### config.mk
export PLATFORM = sky130hd
export DESIGN_NAME = demux8_deser
export DESIGN_NICKNAME = d
export VERILOG_FILES = /design/src/rtl/demux8_deser.sv
export SDC_FILE = /design/constraint.sdc
export NUM_CORES = 1
export LEC_CHECK = 0
export ABC_AREA = 1
export ABC_CLOCK_PERIOD_IN_PS = 1900
export CELL_PAD_IN_SITES_DETAIL_PLACEMENT = 2
export CELL_PAD_IN_SITES_GLOBAL_PLACEMENT = 2
export CORE_MARGIN = 8
export CORE_UTILIZATION = 32
export CTS_BUF_LIST = sky130_fd_sc_hd__clkbuf_8
export CTS_CLUSTER_DIAMETER = 200
export DETAILED_ROUTE_END_ITERATION = 10
export GPL_TIMING_DRIVEN = 0
export PLACE_DENSITY_LB_ADDON = 0.1
export SYNTH_ARGS = -nofsm -noshare
export SYNTH_HDL_FRONTEND = slang
export SYNTH_SLANG_ARGS = --single-unit
### constraint.sdc
create_clock -name clk -period 1.9 [get_ports clk]
set_input_delay 0.285 -clock clk [delete_from_list [all_inputs] [get_ports clk]]
set_output_delay 0.285 -clock clk [all_outputs]
set_load 0.1 [all_outputs]
### src/rtl/demux8_deser.sv
// demux8_deser: 1-bit to byte receiver; a select counter steers each accepted bit into a fill register.
// Optional DEMUX8_PARITY_EN adds a trailing even-parity slot per frame and a par_err output.
module demux8_deser #(
    parameter bit MSB_FIRST = 1'b0
) (
    input  logic       clk,
    input  logic       rst,
    input  logic       in_bit,
    input  logic       in_valid,
    input  logic       in_sof,
    output logic       in_ready,
    output logic [7:0] out_data,
    output logic       out_valid,
    input  logic       out_ready,
`ifdef DEMUX8_PARITY_EN
    output logic       par_err,
`endif
    output logic [2:0] sel
);

`ifdef DEMUX8_PARITY_EN
    localparam int SW = 4;
    localparam logic [SW-1:0] LAST_SEL = 4'd8;
`else
    localparam int SW = 3;
    localparam logic [SW-1:0] LAST_SEL = 3'd7;
`endif

    // Handshake: a bit moves when in_valid && in_ready; a byte moves when
    // out_valid && out_ready. Only the final slot of a frame can be stalled.
    logic [SW-1:0] sel_q, sel_d;
    logic [7:0]    fill_q, fill_d;
    logic [7:0]    out_data_q, out_data_d;
    logic          out_valid_q, out_valid_d;
`ifdef DEMUX8_PARITY_EN
    logic          par_err_q, par_err_d;
`endif

    logic          accept;
    logic          write_en;
    logic          complete;
    logic [SW-1:0] slot;
    logic [2:0]    idx;
    logic [7:0]    fill_w;

    assign in_ready = !((sel_q == LAST_SEL) && out_valid_q && !out_ready);

    always_comb begin
        accept      = in_valid && in_ready;
        slot        = in_sof ? '0 : sel_q;
        idx         = MSB_FIRST ? (3'd7 - slot[2:0]) : slot[2:0];
`ifdef DEMUX8_PARITY_EN
        write_en    = accept && (slot != LAST_SEL);
`else
        write_en    = accept;
`endif
        complete    = accept && (slot == LAST_SEL);

        // fill_w already contains the incoming bit so completion can load it directly
        fill_w      = fill_q;
        if (write_en) begin
            fill_w[idx] = in_bit;
        end
        fill_d      = fill_w;

        sel_d       = sel_q;
        if (accept) begin
            sel_d = (slot == LAST_SEL) ? '0 : slot + SW'(1);
        end

        out_data_d  = out_data_q;
        out_valid_d = out_valid_q;
`ifdef DEMUX8_PARITY_EN
        par_err_d   = par_err_q;
`endif
        if (out_valid_q && out_ready) begin
            out_valid_d = 1'b0;
        end
        if (complete) begin
            out_data_d  = fill_w;
            out_valid_d = 1'b1;
`ifdef DEMUX8_PARITY_EN
            par_err_d   = (^fill_q) ^ in_bit;
`endif
        end
    end

    always_ff @(posedge clk or posedge rst) begin
        if (rst) begin
            sel_q       <= '0;
            fill_q      <= 8'h00;
            out_data_q  <= 8'h00;
            out_valid_q <= 1'b0;
`ifdef DEMUX8_PARITY_EN
            par_err_q   <= 1'b0;
`endif
        end else begin
            sel_q       <= sel_d;
            fill_q      <= fill_d;
            out_data_q  <= out_data_d;
            out_valid_q <= out_valid_d;
`ifdef DEMUX8_PARITY_EN
            par_err_q   <= par_err_d;
`endif
        end
    end

    assign out_data  = out_data_q;
    assign out_valid = out_valid_q;
`ifdef DEMUX8_PARITY_EN
    assign par_err   = par_err_q;
    // The parity slot is shown as 0 on the 3-bit port
    assign sel       = (sel_q == LAST_SEL) ? 3'd0 : sel_q[2:0];
`else
    assign sel       = sel_q;
`endif

endmodule

==> impl_metrics.yaml <==
synth:
  yosysUniqueCellTypes: 19
  synth_compound_area_frac: 0.0382
  synth_area_per_cell_um2: 8.38
  synthMuxAreaShare: 0
  synth_common_cells: "52 x nand2_1, 20 x dfrtp_1, 16 x nand2_2, 9 x nand3_1, 6 x inv_1"
  synthSimpleGateAreaFrac: 0.424
  yosysTopAreaCellShare: 0.463
  synth_top_family_by_area: "simple AND/OR/NAND/NOR gates"
  synth-adder-area-share: 0.0231
  synth_area_leaders: "dfrtp_1 46%, nand2_1 18%, nand2_2 9.3%"
  synth_area_um2: 1080
  ys_async_sr_fraction: 1.00
  synth_edf_count: 0
  yosysMostFrequentCell: "nand2_1"
  syn-num-nets: 137
  synth.ff_latch_count: 20
  ys_seq_area_frac: 0.463
  yosysWarnings: 0
  ys.flop_type: "dfrtp_1"
  synth_xor_area_frac: 0
  syn-instance-count: 129
  yosysTopAreaCell: "dfrtp_1"
grt:
  grt_pass1_wl_um: 5400
  grt_pass1_vias: 1112
  grt_start_max_net_pins: 21
  grt_use_total: 0.130
  antenna_found_initial: 0
  grt_overflow: 0
place:
  hpwl_um: 2270
  place.gp.congestion: 0.773
  dp_worst_setup_slack_ps: -595
  port_buffers: 18
power_and_ir_drop:
  comb_power_share: 0.255
  seqPwrFrac: 0.406
  p_clk_frac: 0.339
  switching_power_uw: 439
  ir_worst_vdd_mv: 0.368
  switching_share: 0.341
  p_leak_uw: 0.000755
  power.internal_uw: 850
  p_per_area_nw_per_um2: 929
timing:
  worst_pin_slew_ps: 968
  finalClockSkew_ps: 6.51
  min_period_over_period: 0.975
  layout_setup_ws_ps: 48.0
  setup_viol: 0
  clock.fmax_mhz: 540
  rsz0062_at_grt: "no"
  post-route-min-period_ps: 1850
  max-slew-margin-rel: 0.357
  drv_slew: 0
  finalHoldViolations: 0
detailed_routing:
  highest-signal-layer: "met4"
  first_pass_iters: 2
  ant_nets: 0
  viasPerCell: 4.78
  wl_met1_um: 1180
  drc_errors: 0
  drt-initial-drc-count: 42
  wl_um: 3090
  dr_wl_met2_um: 1720
  vias: 941
  wire_per_inst_um: 15.7
  dr_wl_met3_um: 141
clocking:
  htreeDepth: 1
  clk_pin_slew_worst_paths_ps: 80
  cts_tree: "done"
  cts_root_buffer: "clkbuf_8"
  cts_resized: 19
  clk_latency_ps: 270
  cts_buffers: 3
  cts_setup_buffers: 0
  cts_hold_buf: 0
  clock_path_buffers: 2
  clock-sinks: 20
setup_path:
  cp_num_buf_inv: 1
  crit_family: "buffers and inverters"
  worstPathArrival_ps: 1570
  crit_path_cell_trace: "dlygate4sd2_1"
  cpPeakStageDelay_ps: 860
  crit_slowest_cell: "dlygate4sd2_1"
  end_kind: "output port"
  required_ps: 1620
  cp_max_fo: 5
  critPathLaunchType: "flip-flop"
  crit_type: "reg -> out"
die:
  die_y_um: 74.1
  die_w_um: 74.1
  start_util: 0.329
  core_area_um2: 3280
  io_pins: 19
  dieArea_um2: 5490
  placementRows: 21
finish:
  postLayoutCoreUtil: 0.422
  antenna_cells: 0
  drive_gt1_frac: 0.258
  fillCellCount: 386
  fin_nets: 160
  syn2layout_area_growth_pct: 28.4
status:
  status: "complete, no violations"
flow_run:
  maxCapViolCount: 0
worst_hold_path:
  hold_class: "in -> async"
==> registers in the layout, summed over array words and instances, names as in the netlist <==
register   flops
fill_q         8
out_data       8
sel            3
out_valid      1
==> power by group through the flow <==
stage	logic, uW	clock network (uW)	registers [uW]
global route	364	458	529
finish	329	437	523
global placement	324	0	526
CTS	333	452	524
detailed placement	336	0	531
floorplan	160	0	612
==> layout make-up <==
class	count	area, um2	share of cell area
Clock inverter	1	30.0	0.0216
Buffer	1	11.3	0.00812
Multi-Input combinational cell	98	529	0.381
Tap cell	46	57.6	0.0415
Timing Repair Buffer	18	165	0.119
Sequential cell	20	508	0.366
Inverter	10	45.0	0.0325
Clock buffer	3	41.3	0.0298
==> through the flow <==
step | TNS [ps] | instances | hold WS [ps] | cell area, um2 | power, uW
3_5_place_dp | -2380 | 193 | 474 | 1330 | 867
4_1_cts | 0 | 197 | 489 | 1380 | 1310
2_1_floorplan | 0 | 129 | 249 | 1090 | 772
5_1_grt | 0 | 197 | 518 | 1390 | 1350
3_3_place_gp | -1890 | 193 | 456 | 1330 | 850
6_report | 0 | 197 | 454 | 1390 | 1290
==> final timing paths <==
path | start | to | slack [ps] | cells after the start
max | sel[1] | sel[1] | 50 | 1
min in group clk | out_data[0] | out_data[0] | 480 | 2
max reg2reg | sel[0] | out_data[3] | 180 | 9
min | rst | out_data[1] | 450 | 2
min reg2reg | out_data[0] | out_data[0] | 480 | 2
max in group asynchronous | rst | sel[1] | 860 | 2
==> kinds of logic (layout without fill, tap and decap cells) <==
family | Yosys count | count (layout)
compound gates | 7 | 7
flops | 20 | 20
fa+ha+maj | 2 | 2
simple gates | 89 | 89
buf+inv | 11 | 33
==> layout by cell type (no fill, tap or decap) <==
master	n
a21boi_2	1
nand3_1	9
buf_6	1
clkdlybuf4s15_2	1
nand2_2	16
clkbuf_8	3
dlymetal6s2s_1	1
dlygate4sd2_1	11
dfrtp_2	3
inv_2	2
o21ai_1	3
clkdlybuf4s50_1	4
nand2_1	52
o21ai_0	3
inv_1	6
inv_4	1
clkinv_4	1
nand4_1	5
dfrtp_4	1
ha_1	2
nand2_8	1
nand2_4	1
buf_2	1
dfrtp_1	16
bufinv_16	1
nor2_4	3
nor2_8	1
nor2_2	1
==> routing by layer <==
| metal | track usage | vias up |
|---|---|---|
| met2 | 0.248 | 17 |
| met1 | 0.131 | 467 |
| met3 | 0.0296 | 5 |
| li1 | - | 452 |
| met5 | 0 | - |
| met4 | 0.0532 | 0 |
No activity file was read; power rests on OpenSTA's default activity.
